[config.mk]
export PLATFORM = sky130hd
export DESIGN_NAME = gen_rr_arb_ctl
export DESIGN_NICKNAME = d
export VERILOG_FILES = /design/src/rtl/gen_rr_arb_ctl.sv
export SDC_FILE = /design/constraint.sdc
export NUM_CORES = 1
export LEC_CHECK = 0
export CAP_MARGIN = 10
export CELL_PAD_IN_SITES_DETAIL_PLACEMENT = 1
export CELL_PAD_IN_SITES_GLOBAL_PLACEMENT = 1
export CORE_MARGIN = 1
export CORE_UTILIZATION = 30
export DETAILED_ROUTE_END_ITERATION = 10
export HOLD_SLACK_MARGIN = 0.15
export PLACE_DENSITY_LB_ADDON = 0.1
export SLEW_MARGIN = 30
export SYNTH_ARGS = -nofsm -noshare
export SYNTH_HDL_FRONTEND = slang
export SYNTH_SLANG_ARGS = --single-unit
[constraint.sdc]
create_clock -name clk -period 2.15 [get_ports clk]
set_clock_uncertainty 0.15 [all_clocks]
set_input_delay 0.43 -clock clk [delete_from_list [all_inputs] [get_ports clk]]
set_output_delay 0.43 -clock clk [all_outputs]
set_load 0.02 [all_outputs]
[src/rtl/gen_rr_arb_ctl.sv]
// gen_rr_arb_ctl: round-robin arbiter that locks a one-hot grant on a shared
// resource until the owner pulses done. Re-arbitration happens in the done
// cycle so consecutive grants follow with no idle bubble. All outputs are
// registered.
module gen_rr_arb_ctl #(
  parameter int NUM_REQ = 4,
  localparam int IDX_W  = $clog2(NUM_REQ)
) (
  input  logic               clk,
  input  logic               rst_n,
  input  logic               cfg_en,
  input  logic [NUM_REQ-1:0] req,
  input  logic               done,
  output logic [NUM_REQ-1:0] gnt,
  output logic [IDX_W-1:0]   gnt_idx,
  output logic               gnt_vld
);

  typedef enum logic {
    IDLE,
    GRANT
  } state_t;

  state_t             state, state_nx;
  logic [NUM_REQ-1:0] gnt_nx;
  logic [IDX_W-1:0]   idx_nx;
  logic               vld_nx;
  logic [IDX_W-1:0]   ptr, ptr_nx;
  logic [IDX_W-1:0]   rel_ptr;
  logic [IDX_W-1:0]   base;
  logic               win_found;
  logic [IDX_W-1:0]   win_idx;
  logic               arb;

  // Priority pointer after releasing the current owner; wraps at NUM_REQ-1.
  always_comb begin
    rel_ptr = (gnt_idx == IDX_W'(NUM_REQ - 1)) ? '0 : gnt_idx + 1'b1;
  end

  // Circular search for the first requester starting at the priority base.
  // In GRANT the base is the post-release pointer so the released owner
  // ends up last in the search order.
  always_comb begin
    int unsigned pos;
    logic [IDX_W-1:0] pos_idx;
    base      = (state == GRANT) ? rel_ptr : ptr;
    win_found = 1'b0;
    win_idx   = '0;
    pos       = 0;
    pos_idx   = '0;
    for (int unsigned k = 0; k < NUM_REQ; k++) begin
      pos = 32'(base) + k;
      if (pos >= NUM_REQ) begin
        pos = pos - NUM_REQ;
      end
      pos_idx = IDX_W'(pos);
      if (!win_found && req[pos_idx]) begin
        win_found = 1'b1;
        win_idx   = pos_idx;
      end
    end
  end

  // Next-state and next-output logic; grant is held unless arbitrating.
  always_comb begin
    state_nx = state;
    gnt_nx   = gnt;
    idx_nx   = gnt_idx;
    vld_nx   = gnt_vld;
    ptr_nx   = ptr;
    arb      = 1'b0;
    unique case (state)
      IDLE: arb = 1'b1;
      GRANT: begin
        if (done) begin
          ptr_nx = rel_ptr;
          arb    = 1'b1;
        end
      end
    endcase
    if (arb) begin
      if (cfg_en && win_found) begin
        state_nx = GRANT;
        gnt_nx   = NUM_REQ'(1) << win_idx;
        idx_nx   = win_idx;
        vld_nx   = 1'b1;
      end else begin
        state_nx = IDLE;
        gnt_nx   = '0;
        idx_nx   = '0;
        vld_nx   = 1'b0;
      end
    end
  end

  // State, pointer and output registers.
  always_ff @(posedge clk or negedge rst_n) begin
    if (!rst_n) begin
      state   <= IDLE;
      gnt     <= '0;
      gnt_idx <= '0;
      gnt_vld <= 1'b0;
      ptr     <= '0;
    end else begin
      state   <= state_nx;
      gnt     <= gnt_nx;
      gnt_idx <= idx_nx;
      gnt_vld <= vld_nx;
      ptr     <= ptr_nx;
    end
  end

endmodule

==> summary.md, run 1 <==
| Metric | Value |
|---|---|
| Outcome | finished, final reports clean |
| DP Area | 758 um^2 |
| CTS sink cnt | 9 |
| Pin count of the biggest net entering global routing | 12 |
| Setup tns final | 0 ns |
| Most common cell in the netlist | dfrtp_1 |
| Mapped cell area | 572 um^2 |
| Die boundary height | 45.7 um |
| HPWL after DPL | 1050 um |
| Fraction of final layout cells sized beyond drive strength 1 | 0.236 |
| Initial antenna violation count | 0 |
| Synthesized flop and latch total | 9 |
| Final-layout fill cell count | 220 |
| RSZ-0062 raised after global routing | no |
| Depth of the CTS H-tree | 1 |
| Top cell types by occurrence after synthesis | 9 x dfrtp_1, 7 x nand2_1, 3 x nor2_1, 3 x o31ai_1, 3 x o41ai_2 |
| Fraction of the mapped netlist area in adder cells | 0.0219 |
| Floorplan Core Area | 0.00176 mm^2 |
| Final setup violating endpoints | 0 |
| Max-slew headroom at the worst pin | 0.728 |
| Clock tree from TritonCTS | done |
| Slew at the pin closest to its max-slew limit | 0.406 ns |
| Share of the clock period used by the worst path after layout | 0.936 |
| Final instance count without filler cells | 97 |
| Leak | 0.340 nW |
| Cell family contributing the most delay on the critical path | buffers and inverters |
| Dominant combinational cell family by area after synthesis | simple AND/OR/NAND/NOR gates |
| Delay of the slowest cell on the worst path | 0.66 ns |
| Post-synthesis cell type with the largest combined area | dfrtp_1 |
| Clock Tree Buf Depth | 2 |
| Reg-to-reg startpoint | gnt_idx[0] |
| Core Util, Final | 0.445 |
| Cell Chain, Critical Path | clkdlybuf4s50_1 |
| Setup bufs post-CTS | 0 |
| Gate count after technology mapping | 52 |
| Max Freq | 497 MHz |
| Post-Synth XOR/XNOR Area | 0 |
| Clk pin slew, worst setup/hold paths | 0.07 ns |
| Layout area overhead | 37.4% |
| Overflow left after global routing | 0 |
| CP Launch Point | state |
| Endpoint kind of the worst setup timing path | output pin |
| Number of DRC markers after the initial detailed-route iteration | 4 |
| Placed insts | 93 |
| Number of nets in the layout | 82 |
| Std cell rows | 15 |
| Global-route wire length before repair | 2240 um |
| Cell types with the largest area share after synthesis | dfrtp_1 39%, o41ai_2 8.5%, nand2_1 4.6% |
| Standard cell with the maximum stage delay on the critical path | clkdlybuf4s50_1 |
| Number of gates given a new drive strength after cts | 0 |
| Starting density of the core | 0.324 |
| Compound-Gate Fraction of Synth Area | 0.225 |
| Total Power Consumption | 0.632 mW |
| Buffers on Ports | 14 |
| Routed via count | 487 |
| Data required, critical path | 1.57 ns |
| Routability congestion estimate | 0.795 |
| Root buf cell | clkbuf_4 |
| Via/cell ratio | 5.02 |
| Element type at the critical path start | flop |
| Final hold violation count | 0 |
| Sequential cell area fraction in the yosys report | 0.394 |
| Routed Antenna Nets | 0 |
| Largest fanout of any net on the critical path | 10 |
| Commonest register cell after synthesis | dfrtp_1 |
| Area share of the largest cell type after synthesis | 0.394 |
| Fraction of the mapped netlist area in simple logic gates | 0.263 |
| GR Util All Layers | 0.152 |
| Share of async-settable or async-resettable flops after synthesis | 1.00 |
| Distinct cell type count after synthesis | 29 |
| Classification of the worst-slack hold path | in -> async |
| Register area | 225 um^2 |
| Clock latency on the worst-skew pair | 0.27 ns |
| Category of the critical setup timing path | reg -> out |
| Total I/O pin count | 15 |
| Number of detailed-route iterations in the first pass | 4 |
| Net count after synthesis | 61 |
| Post-detailed-route DRC marker count | 0 |
| Final Routed Wirelength | 1310 um |
| Final cell area excluding filler cells | 786 um^2 |
| Data arrival time of the worst path | 1.43 ns |
| Average wire length per cell after detail routing | 13.5 um |
| Total power density per cell area | 804 mW/mm^2 |
| CTS buffer count | 3 |
| Worst voltage drop across the vdd grid | 0.338 mV |
| Antenna fix cells | 0 |
| Area of the multi-input gates | 324 um^2 |
| Post-Syn Area per Cell | 11.0 um^2 |
| Number of enable-type register cells in the synthesized netlist | 0 |
| MaxCap Viol Count | 0 |
| Number of max-slew violations in the final report | 0 |
| Final min period | 2.01 ns |
| Die outline area | 0.00208 mm^2 |
| Width of the chip | 45.7 um |
| Number of global-route vias before repair | 494 |
| Count of yosys warnings during synthesis | 0 |
| Number of hold buffers added after cts | 0 |
| CP Buf/Inv Count | 1 |
| Post-synthesis mux area share | 0.0569 |
-- state kept, by name (all words and copies together), names as in the netlist --
name	count
ptr	2
state	1
gnt	4
gnt_idx	2
-- report_power, final --
group / internal [mW] / switching [mW]
registers: 0.203 / 0.0252
clock network: 0.0689 / 0.0665
logic: 0.129 / 0.139
total: 0.401 / 0.231
-- worst paths after layout --
check                        endpoint  slack (ns)  cells past startpoint
max                           gnt_vld        0.14                      1
min                            gnt[2]        0.30                      1
max reg2reg                    gnt[0]        0.15                      5
min reg2reg                    gnt[3]        0.34                      2
max in group asynchronous  gnt_idx[1]        1.26                      1
min in group clk               gnt[3]        0.34                      2
-- metal layers --
layer | wire, um | track usage
met2 | 613 | 0.240
met4 | 0 | 0.0364
met3 | 68 | 0.0476
met5 | 0 | 0
met1 | 628 | 0.202
-- layout by cell type (no fill, tap or decap), types with 2 or more instances in the layout --
cell             synthesis  final
nand2b_1                 2      2
buf_4                    0      4
clkbuf_4                 0      3
o41ai_2                  3      3
inv_1                    2      2
nor2_1                   3      3
nand2_1                  7      7
o31ai_1                  3      3
clkdlybuf4s50_1          0     14
mux2_2                   2      2
dfrtp_1                  9      9
-- layout make-up --
type,count,share of cell area
multi-input combinational,39,0.412
sequential,9,0.287
timing repair buffer,18,0.217
tap,25,0.0398
clock buffer,3,0.0287
inverter,2,0.00955
clock inverter,1,0.00637
-- stage by stage --
stage               setup slack, ns  hold WS (ns)
floorplan                     0.149       -0.0156
global placement              0.105         0.326
detailed placement           0.0891         0.336
CTS                           0.116         0.312
global route                 0.0560         0.335
finish                        0.138         0.303
-- logic make-up (layout without fill, tap and decap cells) --
group	Yosys count	after routing
simple gates	23	23
buf+inv	4	24
flops	9	9
fa+ha+maj	1	1
mux	3	3
compound gates	12	12
Note: power is estimated with default switching activity, not from simulation.
==> run 2: changes to the inputs <==
- GPL_TIMING_DRIVEN: unset -> 1
==> results of run 2 <==
Same layout as run 1: the final DEF is identical, and so are final timing and power.
==> run 3: changes to the inputs <==
- CORE_ASPECT_RATIO: unset -> 0.75
==> run 3 against run 2 <==
Wire length rose by 9.8%. Critical path type is now reg -> reg. Design area rose by 0.32%. Utilization rose by 0.33 points. Via count rose by 2.3%. Largest cell class unchanged. Sequential share of layout area fell by 0.091 points. Highest routed layer unchanged.
==> summary.md, run 3 (synthesis gave the netlist of run 1 again) <==
| Metric | Value |
|---|---|
| Outcome | finished, final reports clean |
| Number of hold buffers added after cts | 0 (unchanged) |
| Initial antenna violation count | 0 (unchanged) |
| Depth of the CTS H-tree | 1 (unchanged) |
| GR Util All Layers | 0.163 (+0.0110) |
| Clk pin slew, worst setup/hold paths | 0.06 ns (about the same) |
| MaxCap Viol Count | 0 (unchanged) |
| Final setup violating endpoints | 0 (unchanged) |
| Largest fanout of any net on the critical path | 3 (-7) |
| Net Sw Power | 0.225 mW (-2.6%) |
| Placed insts | 91 (-2.2%) |
| Layout area overhead | 37.9% |
| Slack of the worst reg-to-reg path | 0.14 ns (about the same) |
| Clk pwr share | 0.204 (-0.010) |
| Fraction of power consumed by sequential logic | 0.364 (+0.003) |
| Data arrival time of the worst path | 2.01 ns (+0.58 ns) |
| Register area | 225 um^2 (unchanged) |
| Number of detailed-route iterations in the first pass | 3 (-1) |
| Final hold violation count | 0 (unchanged) |
| Via/cell ratio | 5.24 (+4.4%) |
| Number of nets in the layout | 83 (+1.2%) |
| Clock Tree Buf Depth | 2 (unchanged) |
| Width of the chip | 52.4 um (+15%) |
| Commonest cells after routing, fill and taps aside | 14 x clkdlybuf4s50_1, 9 x dfrtp_1, 7 x nand2_1 |
| HPWL after DPL | 1150 um (+10%) |
| Met2 track utilization from global routing | 0.244 (+0.00367) |
| Met3 track demand over resource in global routing | 0.0581 (+0.0105) |
| Data required, critical path | 2.15 ns (+0.58 ns) |
| Final Routed Wirelength | 1440 um (+9.8%) |
| Setup bufs post-CTS | 0 (unchanged) |
| Slew at the pin closest to its max-slew limit | 0.441 ns (+0.0344 ns) |
| Std cell rows | 13 (-2) |
| Antenna fix cells | 0 (unchanged) |
| Routability congestion estimate | 0.699 (-12%) |
| Element type at the critical path start | flop |
| Final min period | 2.01 ns (+0.00174 ns) |
| Most congested layer reported by global routing | met2 |
| Floorplan Core Area | 0.00176 mm^2 (-0.43%) |
| Switching share of power | 0.357 (-0.00851) |
| Top register by number of flip-flops | gnt |
| Standard cell with the maximum stage delay on the critical path | dfrtp_1 |
| Setup tns final | 0 ns (unchanged) |
| CTS sink cnt | 9 (unchanged) |
| Classification of the worst-slack hold path | in -> async |
| Clock latency on the worst-skew pair | 0.26 ns (about the same) |
| Share of the clock period used by the worst path after layout | 0.937 (about the same) |
| Most common library cell in the layout ignoring fill and taps | clkdlybuf4s50_1 |
| Clock tree from TritonCTS | done |
| Category of the critical setup timing path | reg -> reg |
| Global-route wire length before repair | 2320 um (+3.7%) |
| Post-detailed-route DRC marker count | 0 (unchanged) |
| Max Freq | 497 MHz (about the same) |
| Total I/O pin count | 15 (unchanged) |
| Leading registers by flop count | gnt x4, gnt_idx x2, ptr x2 |
| Total power density per cell area | 799 mW/mm^2 (-0.62%) |
| Endpoint kind of the worst setup timing path | flop |
| Final instance count without filler cells | 95 (-2.1%) |
| Number of max-slew violations in the final report | 0 (unchanged) |
| Max-slew headroom at the worst pin | 0.703 (-0.0253) |
| Largest register FFs | 4 (unchanged) |
| Reg2Reg Depth | 5 (unchanged) |
| Starting density of the core | 0.325 (+0.00139) |
| Final-layout fill cell count | 205 (-6.8%) |
| Overflow left after global routing | 0 (unchanged) |
| Number of DRC markers after the initial detailed-route iteration | 6 (+2) |
| Routed Antenna Nets | 0 (unchanged) |
| Fraction of final layout cells sized beyond drive strength 1 | 0.233 (-0.00323) |
| Core Util, Final | 0.449 (+0.00333) |
| Worst voltage drop across the vdd grid | 0.326 mV (-3.6%) |
| Leak | 0.342 nW (+0.67%) |
| Root buf cell | clkbuf_4 |
| Cell Chain, Critical Path | ha_1 > mux2_2 > a41oi_2 > nand4_1 > a32o_1 |
| Die outline area | 0.00209 mm^2 (about the same) |
| Delay of the slowest cell on the worst path | 0.40 ns (-0.26 ns) |
| CTS buffer count | 3 (unchanged) |
| Buffers on Ports | 14 (unchanged) |
| Routing usage on met1 | 0.228 (+0.0263) |
| Internal Power | 0.405 mW (+1.0%) |
| Number of gates given a new drive strength after cts | 0 (unchanged) |
| Average wire length per cell after detail routing | 15.1 um (+12%) |
| Area of the multi-input gates | 324 um^2 (unchanged) |
| Number of global-route vias before repair | 470 (-4.9%) |
| Part of the power in combinational logic | 0.432 (+0.008) |
| RSZ-0062 raised after global routing | no |
| Die boundary height | 39.8 um (-13%) |
| Routed via count | 498 (+2.3%) |
| Pin count of the biggest net entering global routing | 11 (-1) |
## run 3: metrics by stage
| stage | setup WS, ns | instance area [um^2] | hold WS [ns] | power [mW] |
|---|---|---|---|---|
| after global placement | 0.102 | 762 | 0.309 | 0.503 |
| final | 0.136 | 788 | 0.324 | 0.630 |
| after global routing | 0.0189 | 788 | 0.354 | 0.673 |
| after floorplan | 0.149 | 572 | -0.0156 | 0.397 |
| after detailed placement | 0.0571 | 762 | 0.327 | 0.507 |
| after CTS | 0.119 | 788 | 0.326 | 0.640 |
## run 3: cell type report
class                   instances  share of cell area
multi-input cells              39               0.411
flip-flops and latches          9               0.286
repair buffers                 19               0.225
well taps                      22              0.0349
clock buffers                   4              0.0333
inverters                       2             0.00952
## run 3: path summary, 6_finish.rpt
kind / end / start
max: gnt[0] / gnt_idx[0]
min: gnt[2] / rst_n
max reg2reg: gnt[0] / gnt_idx[0]
min reg2reg: gnt[2] / gnt[2]
max in group asynchronous: gnt_idx[1] / rst_n
min in group clk: gnt[2] / gnt[2]
## run 3: worst max-delay path: cells and delay by family (launching register included)
family | cells | cell delay, ns
adder cells (fa/ha/maj) | 1 | 0.33
multiplexers | 1 | 0.31
flip-flops | 1 | 0.40
AO/OA/AOI/OAI | 2 | 0.51
AND/OR/NAND/NOR | 1 | 0.19
## run 3: layer usage
metal	part of all wire	wire length [um]
met5	0	0
met4	0	0
met3	0.040	58
met2	0.46	656
met1	0.50	723
## run 3: power by group through the flow
| stage | logic (mW) | registers [mW] | clock network, mW |
|---|---|---|---|
| 6_report | 0.272 | 0.229 | 0.128 |
| 3_3_place_gp | 0.272 | 0.231 | 0 |
| 2_1_floorplan | 0.144 | 0.253 | 0 |
| 3_5_place_dp | 0.274 | 0.233 | 0 |
| 5_1_grt | 0.295 | 0.234 | 0.144 |
| 4_1_cts | 0.275 | 0.230 | 0.135 |
